--- src/rtl/vga_timing_gen.sv ---
// Raster timing source: free-running x/y pixel counters with sync/data-enable decode,
// a programmable pixel-tick delay on hsync/vsync/de, and line/frame start pulses.
module vga_timing_gen #(
  parameter int unsigned H_ACTIVE = 640,
  parameter int unsigned H_FP     = 16,
  parameter int unsigned H_SYNC   = 96,
  parameter int unsigned H_BP     = 48,
  parameter int unsigned V_ACTIVE = 480,
  parameter int unsigned V_FP     = 10,
  parameter int unsigned V_SYNC   = 2,
  parameter int unsigned V_BP     = 33,
  parameter bit          SYNC_POL = 1'b0,
  parameter int unsigned DELAY    = 1
) (
  input  logic       i_clk,
  input  logic       i_rst_n,
  input  logic       i_pix_en,
  output logic [9:0] o_x,
  output logic [9:0] o_y,
  output logic       o_active,
  output logic       o_hsync,
  output logic       o_vsync,
  output logic       o_de,
  output logic       o_line_start,
  output logic       o_frame_start
);

  localparam int unsigned H_TOTAL = H_ACTIVE + H_FP + H_SYNC + H_BP;
  localparam int unsigned V_TOTAL = V_ACTIVE + V_FP + V_SYNC + V_BP;

  localparam logic [9:0] H_LAST   = 10'(H_TOTAL - 1);
  localparam logic [9:0] V_LAST   = 10'(V_TOTAL - 1);
  localparam logic [9:0] H_ACT    = 10'(H_ACTIVE);
  localparam logic [9:0] V_ACT    = 10'(V_ACTIVE);
  localparam logic [9:0] HS_FIRST = 10'(H_ACTIVE + H_FP);
  localparam logic [9:0] HS_LAST  = 10'(H_ACTIVE + H_FP + H_SYNC - 1);
  localparam logic [9:0] VS_FIRST = 10'(V_ACTIVE + V_FP);
  localparam logic [9:0] VS_LAST  = 10'(V_ACTIVE + V_FP + V_SYNC - 1);

  logic [9:0] r_x;
  logic [9:0] r_y;
  logic       r_line_start;
  logic       r_frame_start;

  logic       w_x_last;
  logic       w_y_last;
  logic       w_active;
  logic       w_hs_raw;
  logic       w_vs_raw;
  logic [2:0] w_decode;
  logic [2:0] w_dly_out;

  assign w_x_last = (r_x == H_LAST);
  assign w_y_last = (r_y == V_LAST);

  always_ff @(posedge i_clk or negedge i_rst_n) begin
    if (!i_rst_n) begin
      r_x           <= '0;
      r_y           <= '0;
      r_line_start  <= 1'b0;
      r_frame_start <= 1'b0;
    end else begin
      r_line_start  <= 1'b0;
      r_frame_start <= 1'b0;
      if (i_pix_en) begin
        if (w_x_last) begin
          r_x           <= '0;
          r_y           <= w_y_last ? 10'd0 : r_y + 10'd1;
          r_line_start  <= 1'b1;
          r_frame_start <= w_y_last;
        end else begin
          r_x <= r_x + 10'd1;
        end
      end
    end
  end

  assign w_active = (r_x < H_ACT) && (r_y < V_ACT);
  assign w_hs_raw = (r_x >= HS_FIRST) && (r_x <= HS_LAST);
  assign w_vs_raw = (r_y >= VS_FIRST) && (r_y <= VS_LAST);
  assign w_decode = {w_hs_raw, w_vs_raw, w_active};

  // Stage contents are the raw (true-when-asserted) decode; polarity is applied at the pins.
  if (DELAY == 0) begin : g_no_delay
    assign w_dly_out = w_decode;
  end else begin : g_delay
    logic [2:0] r_dly [DELAY];

    always_ff @(posedge i_clk or negedge i_rst_n) begin
      if (!i_rst_n) begin
        for (int i = 0; i < int'(DELAY); i++) r_dly[i] <= 3'b000;
      end else if (i_pix_en) begin
        r_dly[0] <= w_decode;
        for (int i = 1; i < int'(DELAY); i++) r_dly[i] <= r_dly[i-1];
      end
    end

    assign w_dly_out = r_dly[DELAY-1];
  end

  assign o_x           = r_x;
  assign o_y           = r_y;
  assign o_active      = w_active;
  assign o_hsync       = w_dly_out[2] ? SYNC_POL : ~SYNC_POL;
  assign o_vsync       = w_dly_out[1] ? SYNC_POL : ~SYNC_POL;
  assign o_de          = w_dly_out[0];
  assign o_line_start  = r_line_start;
  assign o_frame_start = r_frame_start;

endmodule

--- config.mk ---
export PLATFORM = sky130hd
export DESIGN_NAME = vga_timing_gen
export DESIGN_NICKNAME = d
export VERILOG_FILES = /design/src/rtl/vga_timing_gen.sv
export SDC_FILE = /design/constraint.sdc
export NUM_CORES = 1
export LEC_CHECK = 0
export ABC_AREA = 0
export BUFFER_PORTS_ARGS = -buffer_cell sky130_fd_sc_hd__buf_2
export CORE_ASPECT_RATIO = 0.75
export CORE_MARGIN = 2
export CORE_UTILIZATION = 25
export CTS_BUF_LIST = sky130_fd_sc_hd__clkbuf_4 sky130_fd_sc_hd__clkbuf_8 sky130_fd_sc_hd__clkbuf_16
export CTS_CLUSTER_DIAMETER = 120
export DETAILED_ROUTE_END_ITERATION = 10
export PLACE_DENSITY = 0.4
export SYNTH_ARGS = -nofsm -noshare
export SYNTH_HDL_FRONTEND = slang
export SYNTH_SLANG_ARGS = --single-unit
export TNS_END_PERCENT = 30
--- constraint.sdc ---
create_clock -name i_clk -period 3.03 [get_ports i_clk]
set_clock_uncertainty 0.1 [all_clocks]
set_input_delay 0.303 -clock i_clk [delete_from_list [all_inputs] [get_ports i_clk]]
set_output_delay 0.303 -clock i_clk [all_outputs]
set_load 0.01 [all_outputs]
After elaboration in Yosys (flattened, before gate mapping)
Index checks and enable logic that the tools add are counted.
{"block": "totals", "regBits": 25, "latchBits": 0, "mem_bits_rw": 0, "mem_bits_ro": 0, "in_bits": 3, "output_inout_bits": 26, "elab_cells": 27, "mem_count": 0}
{"block": "op_classes", "addsub": 2, "multipliers": 0, "div": 0, "order_cmp": 6, "eq_ne": 2, "shift": 0, "mux": 8, "bitwise": 0, "reduce_logical": 4}
{"cell": "$add 10x1->10 const B", "count": 2}
{"cell": "$eq 10x10->1 const B", "count": 2}
{"cell": "$mux 10", "count": 2}
{"cell": "$ge 10x10->1 const B", "count": 1}
{"cell": "$ge 10x9->1 const B", "count": 1}
{"cell": "$le 10x10->1 const B", "count": 1}
{"cell": "$le 10x9->1 const B", "count": 1}
{"cell": "$lt 10x10->1 const B", "count": 1}
{"cell": "$lt 10x9->1 const B", "count": 1}
{"cell": "$mux 1", "count": 6}
{"cell": "$logic_and 1x1->1", "count": 3}
{"cell": "$reduce_and 2->1", "count": 1}

Depth between registers and ports, before layout
Gate-level depths: netlist (run 1).
{"block": "logic_depth", "depth_word": 3, "mapped_depth": 7, "mapped_depth_nobuf": 6}

Worst setup path before layout (run 1)
No wires, ideal clock.
{"block": "synth_timing", "path_type": "reg2reg", "start": "register r_x[1], in the netlist o_x[1]", "end": "register r_y[6], in the netlist o_y[6]", "setup_time_ns": 0.129, "t_arrival_ns": 1.405, "required_time_ns": 2.801, "path_slack_ns": 1.396, "path_stages_with_launch": 8, "path_buffers": 1, "period_less_slack_ns": 1.634, "path_cell_list": "dfrtp_1 ha_1 and4_1 clkbuf_4 nand3_4 inv_6 nand4_4 xnor2_2"}
{"block": "synth_between", "elab_chain_cells": 2}
{"item": "start: declaration", "line": "40", "text": "logic [9:0] r_x;"}
{"item": "start signal: assignment", "line": "72", "text": "r_x <= r_x + 10'd1;"}
{"item": "$eq 10x10->1", "line": "53", "text": "assign w_x_last = (r_x == H_LAST);"}
{"item": "$reduce_and 2->1 (no source line)"}
{"item": "end signal: assignment", "line": "68", "text": "r_y <= w_y_last ? 10'd0 : r_y + 10'd1;"}
{"item": "end: declaration", "line": "41", "text": "logic [9:0] r_y;"}
Every way passes these cells.
A chain may end at the register's enable or synchronous reset.

Worst setup path in the final report (run 1)
{"block": "layout_timing", "start": "register r_y[5], in the netlist o_y[5]", "end": "output port o_active"}
{"block": "layout_between", "elab_chain_cells": 2}
{"item": "$lt 10x9->1", "line": "78", "text": "assign w_active = (r_x < H_ACT) && (r_y < V_ACT);"}
{"item": "$logic_and 1x1->1", "line": "78"}
{"item": "end: declaration", "line": "20", "text": "output logic o_active,"}
Every way passes these cells.

==> flow_metrics.tcl, run 1 <==
set metrics [dict create \
    io_buffers 28 \
    post_synth_num_cell_types 39 \
    ys_seq_area_share_pct 46.6 \
    cts_root_buffer "clkbuf_8" \
    p_per_area_nw_per_um2 516 \
    track_usage_pct 11.8 \
    fp.dieW_um 88.6 \
    min_period_ns 2.00 \
    crit_path_end_kind "output port" \
    worstMarginPinSlew_ns 0.586 \
    gp_congestion 0.796 \
    grt.overflow.total 0 \
    power_uw 830 \
    synth_simple_gate_area_share_pct 28.2 \
    cts.repair.resized 0 \
    drive_gt1_share_pct 26.0 \
    outcome "complete, no violations" \
    grt_start_max_net_pins 26 \
    post_drt_wl_per_cell_um 13.7 \
    drc 0 \
    slowest_delay_ns 0.49 \
    cp_max_fo 8 \
    grt_pass1_wl_mm 5.17 \
    antenna_found_initial 0 \
    synth_adder_area_share_pct 3.73 \
    synth_area_per_cell_um2 10.7 \
    crit-reg2reg-launch "o_x[1]$_DFFE_PN0P_" \
    critPathLaunch "o_y[5]$_DFFE_PN0P_" \
    fin_crit_sh_pct 65.9 \
    dieArea_um2 5970 \
    fin_nets 162 \
    multi_input_area_um2 653 \
    seqCellArea_um2 626 \
    synth_xor_area_share_pct 8.40 \
    ios 29 \
    min_from "i_pix_en" \
    synth-seq-cells 25 \
    p_leak_nw 0.787 \
    antennaDiodeCount 0 \
    grt_pass1_vias 968 \
    post_cts_buffers 0 \
    area_delta_synth_final_pct 19.8 \
    rows 23 \
    netlist_instances 125 \
    hold_buffers 1 \
    ant_nets 0 \
    startpoint_type "register" \
    cts_buffers 3 \
    fin_setup_tns_ns 0 \
    fmax_ghz 0.501 \
    criticalPathCategory "register to output port" \
    clk_latency_ns 0.27 \
    report.final.hold_viol_count 0 \
    irDropWorstVdd_v 0.000247 \
    setup_viol 0 \
    firstDrtPassIters 4 \
    via_per_inst 4.46 \
    drv_slew 0 \
    rsz0062_at_grt "no" \
    synth_compound_area_share_pct 6.06 \
    drt_iter0_markers 39 \
    synth_top_family_by_area "simple AND/OR/NAND/NOR gates" \
    die_y_um 67.4 \
    coreArea_um2 5270 \
    syn_area_um2 1340 \
    path_cells "and4_1 > nor3_1 > buf_2" \
    holdCritPathClass "input port to register" \
    syn_nets 132 \
    ctsLongestPathBuffers 2 \
    h-tree-depth 1 \
    slowest_stage "dfrtp_1" \
    slew_headroom_pct 60.9 \
    clk_pin_slew_worst_paths_ns 0.09 \
    hpwl_mm 2.31 \
    fillCellCount 559 \
    crit_required_ns 2.63 \
    num_vias 1022 \
    arrival_ns 1.59 \
    cts_num_sinks 25 \
    wirelength_mm 3.13 \
    synth.area.mux_share_pct 2.33 \
    cts_tree "yes" \
    yosys_warnings 0 \
    initial_core_util_pct 25.5 \
    maxCapViolations 0 \
    fin_hold_ws_ns 0.300 \
]
[sequential cells by signal, indices dropped and copies added (netlist names)]
register	flops
o_frame_start	1
o_y	10
o_line_start	1
o_x	10
g_delay.r_dly	3
[layout make-up]
class / instances / area share, %
inverter: 8 / 2.18
clock buffer: 4 / 3.04
sequential: 25 / 38.9
tap: 75 / 5.84
multi-input combinational: 88 / 40.7
timing repair buffer: 29 / 9.35
[logic make-up (layout without fill, tap and decap cells)]
| logic type | after synthesis | count (layout) |
|---|---|---|
| flip-flops | 25 | 25 |
| buffers and inverters | 12 | 41 |
| AND/OR/NAND/NOR | 56 | 56 |
| multiplexers | 3 | 3 |
| AO/OA/AOI/OAI | 13 | 13 |
| adder cells (fa/ha/maj) | 4 | 4 |
| XOR/XNOR | 12 | 12 |
[per-stage QoR]
stage | worst slack [ns] | cells | cell area [um^2] | utilization, %
3_5_place_dp | 1.21 | 224 | 1550 | 29.4
5_1_grt | 0.954 | 229 | 1610 | 30.5
2_1_floorplan | 1.40 | 125 | 1340 | -
3_3_place_gp | 1.30 | 224 | 1550 | 29.4
4_1_cts | 1.02 | 229 | 1610 | 30.5
6_report | 1.03 | 229 | 1610 | 30.5
[critical path, delay by kind of cell, from the launching register on]
family / cells / cell delay, ns
simple gates: 2 / 0.62
buf+inv: 1 / 0.20
flops: 1 / 0.49
[placed cells by master (no fill, tap or decap), drive strengths merged]
cell type | netlist | routed
clkbuf | 2 | 4
o21a | 1 | 1
nand4 | 11 | 11
and4 | 3 | 3
o22ai | 1 | 1
dfrtp | 25 | 25
and4bb | 1 | 1
nand4b | 1 | 1
and2b | 1 | 1
nor4bb | 2 | 2
a21oi | 1 | 1
and3 | 4 | 4
nor3 | 5 | 5
nor2 | 11 | 11
a22o | 1 | 1
ha | 4 | 4
mux2 | 1 | 1
o21ai | 6 | 6
inv | 8 | 8
a21boi | 1 | 1
and4b | 1 | 1
nor4 | 1 | 1
o32ai | 1 | 1
o31ai | 1 | 1
xnor2 | 5 | 5
nand2 | 7 | 7
dlygate4sd3 | 0 | 1
xor2 | 7 | 7
mux2i | 2 | 2
nand3 | 8 | 8
buf | 2 | 28
[synthesized netlist by cell type (all sizes together)]
cell	number	share of area, %
nor3	5	1.9
a21oi	1	0.37
and4bb	1	0.93
mux2	1	0.84
and3	4	2.0
nand3	8	3.9
nor4	1	0.47
o22ai	1	0.47
clkbuf	2	0.84
a21boi	1	0.56
a22o	1	0.65
o32ai	1	0.65
nor2	11	4.3
dfrtp	25	47
o21ai	6	2.2
buf	2	1.2
and4	3	2.0
mux2i	2	1.5
nand4b	1	0.65
nand2	7	2.0
ha	4	3.7
nand4	11	7.4
xor2	7	4.6
and4b	1	0.75
nor4bb	2	1.5
inv	8	2.6
xnor2	5	3.8
o31ai	1	0.56
and2b	1	0.56
o21a	1	0.56
[routing by layer]
layer	wire (um)	vias to the layer above	GRT usage, %	part of all wire (%)
met5	0	-	0	0
met1	1580	495	17.3	50
li1	-	507	-	-
met4	41	0	3.41	1.3
met2	1370	16	16.4	44
met3	135	4	3.79	4.3
[power by group]
part / switching (mW) / leakage (nW) / internal [mW]
sequential: 0.0775 / 0.323 / 0.369
clock: 0.110 / 0.0262 / 0.103
combinational: 0.0957 / 0.438 / 0.0740
[final timing paths]
check | cells past startpoint | slack (ns) | end
hold / removal | 2 | 0.30 | o_x[0]$_DFFE_PN0P_
min in group asynchronous | 2 | 0.46 | o_y[8]$_DFFE_PN0P_
setup reg to reg | 6 | 1.21 | o_y[6]$_DFFE_PN0P_
setup / recovery | 3 | 1.03 | o_active
max in group asynchronous | 2 | 1.99 | o_x[8]$_DFFE_PN0P_
hold reg to reg | 1 | 0.43 | g_delay.r_dly[0]$_DFFE_PN0P_
No activity file was read; power rests on OpenSTA's default activity.
==> run 2: changes to the inputs <==
--- a/config.mk
+++ b/config.mk
@@ -13,7 +13,7 @@
 export CTS_BUF_LIST = sky130_fd_sc_hd__clkbuf_4 sky130_fd_sc_hd__clkbuf_8 sky130_fd_sc_hd__clkbuf_16
 export CTS_CLUSTER_DIAMETER = 120
 export DETAILED_ROUTE_END_ITERATION = 10
-export PLACE_DENSITY = 0.4
+export PLACE_DENSITY = 0.41
 export SYNTH_ARGS = -nofsm -noshare
 export SYNTH_HDL_FRONTEND = slang
 export SYNTH_SLANG_ARGS = --single-unit
==> constraint.sdc (replaced) <==
create_clock -name i_clk -period 1.77 [get_ports i_clk]
set_clock_uncertainty 0.1 [all_clocks]
set_input_delay 0.177 -clock i_clk [delete_from_list [all_inputs] [get_ports i_clk]]
set_output_delay 0.177 -clock i_clk [all_outputs]
set_load 0.01 [all_outputs]
==> flow_metrics.tcl, run 2 (synthesis results as in run 1) <==
set metrics [dict create \
    switchingPower_uw 485 \
    cts_num_sinks 25 \
    grt.overflow.total 0 \
    slowest_delay_ns 0.44 \
    num_vias 1078 \
    comb_power_share_pct 26.8 \
    rsz0062_at_grt "no" \
    cpLargestDelayFamily "simple AND/OR/NAND/NOR gates" \
    clk_latency_ns 0.26 \
    antennaDiodeCount 0 \
    drive_gt1_share_pct 33.3 \
    drv_slew 0 \
    report.final.hold_viol_count 0 \
    crit_path_end_kind "output port" \
    cts_buffers 3 \
    ant_nets 0 \
    slew_headroom_pct 61.4 \
    antenna_found_initial 0 \
    p_int_uw 983 \
    area_delta_synth_final_pct 28.1 \
    slowest_stage "dfrtp_1" \
    ios 29 \
    h-tree-depth 1 \
    final_common_cell "buf_2" \
    startpoint_type "register" \
    wirelength_mm 3.36 \
    fmax_ghz 0.599 \
    initial_core_util_pct 25.5 \
    grt_pass1_wl_mm 5.40 \
    firstDrtPassIters 4 \
    hpwl_mm 2.54 \
    fillCellCount 546 \
    post_drt_wl_per_cell_um 13.8 \
    cp.buffers_inverters 1 \
    clk_pin_slew_worst_paths_ns 0.09 \
    cts_root_buffer "clkbuf_8" \
    cts_tree "yes" \
    grt_pass1_vias 1046 \
    fp.dieW_um 88.6 \
    outcome "complete, no violations" \
    worstMarginPinSlew_ns 0.578 \
    cp_max_fo 5 \
    post_cts_buffers 0 \
    grt_start_max_net_pins 26 \
    ctsLongestPathBuffers 2 \
    p_leak_nw 0.863 \
    min_period_ns 1.67 \
    final_cell_mix "28 x buf_2, 25 x dfrtp_1, 14 x buf_4" \
    crit_required_ns 1.49 \
    fin_ws_ns 0.101 \
    drt_iter0_markers 69 \
    path_cells "and4_1 > nor3_2 > buf_2" \
    die_y_um 67.4 \
    dieArea_um2 5970 \
    setup_viol 0 \
    p_per_area_nw_per_um2 854 \
    arrival_ns 1.39 \
    rows 23 \
    maxCapViolations 0 \
    fin_nets 176 \
    drc 0 \
    swShare_pct 33.0 \
    track_usage_pct 11.8 \
    pre_cts_ws_ns 0.110 \
    fin_crit_sh_pct 94.3 \
    gp_congestion 0.779 \
    fin_setup_tns_ns 0 \
    coreArea_um2 5270 \
    irDropWorstVdd_v 0.000556 \
    power_frac_seq_pct 49.4 \
    criticalPathCategory "register to output port" \
    io_buffers 28 \
    via_per_inst 4.44 \
    holdCritPathClass "input port to register" \
    power_frac_clock_pct 23.8 \
]
run 2: final cells by class:
cell class	count	area [um^2]	area share [%]
Tap cell	75	93.8	5.46
Sequential cell	25	626	36.4
Clock buffer	4	48.8	2.84
Multi-Input combinational cell	88	659	38.4
Timing Repair Buffer	43	255	14.9
Inverter	8	35.0	2.04
run 2: power by group through the flow:
stage / clock network (mW) / logic (mW) / registers, mW
floorplan: 0 / 0.193 / 0.752
finish: 0.349 / 0.394 / 0.725
global route: 0.403 / 0.435 / 0.733
CTS: 0.366 / 0.401 / 0.723
detailed placement: 0 / 0.397 / 0.736
global placement: 0 / 0.397 / 0.731
run 2: what timing repair did:
item,CTS,global route
resized for setup,1,1
endpoints found under the setup margin,1,2
hold endpoints to repair,25,0
hold buffers,1,0
run 2: worst reg2reg max path: stages, from the launching register on:
cell and delay (ns):
dfrtp_1 0.41, ha_1 0.22, and4_2 0.30, nand3_4 0.11, inv_6 0.12, nand4_4 0.11, xnor2_2 0.15
run 2: layer usage:
| metal | vias up | wire length (um) | global-route usage, % |
|---|---|---|---|
| li1 | 531 | - | - |
| met1 | 526 | 1700 | 17.2 |
| met2 | 19 | 1510 | 17.6 |
| met3 | 2 | 124 | 3.30 |
| met4 | 0 | 17 | 2.46 |
| met5 | - | 0 | 0 |
run 2: path summary, 6_finish.rpt:
kind                                         startpoint                            to  slack, ns  cells after the start
setup / recovery                     o_y[8]$_DFFE_PN0P_                      o_active       0.10                      3
hold / removal                                 i_pix_en            o_x[0]$_DFFE_PN0P_       0.14                      2
setup reg to reg                     o_x[0]$_DFFE_PN0P_            o_y[6]$_DFFE_PN0P_       0.14                      6
hold reg to reg            g_delay.r_dly[0]$_DFFE_PN0P_  g_delay.r_dly[0]$_DFFE_PN0P_       0.43                      1
max in group asynchronous                       i_rst_n            o_y[9]$_DFFE_PN0P_       0.85                      2
min in group asynchronous                       i_rst_n            o_x[8]$_DFFE_PN0P_       0.34                      2
run 2: metrics by stage:
step           power, mW  utilization [%]  cells  hold WS [ns]  area [um^2]
3_3_place_gp        1.13             31.4    238         0.118         1650
3_5_place_dp        1.13             31.4    238         0.119         1650
2_1_floorplan      0.945                -    125        -0.219         1340
6_report            1.47             32.6    243         0.140         1720
5_1_grt             1.57             32.6    243         0.132         1720
4_1_cts             1.49             32.6    243         0.132         1720
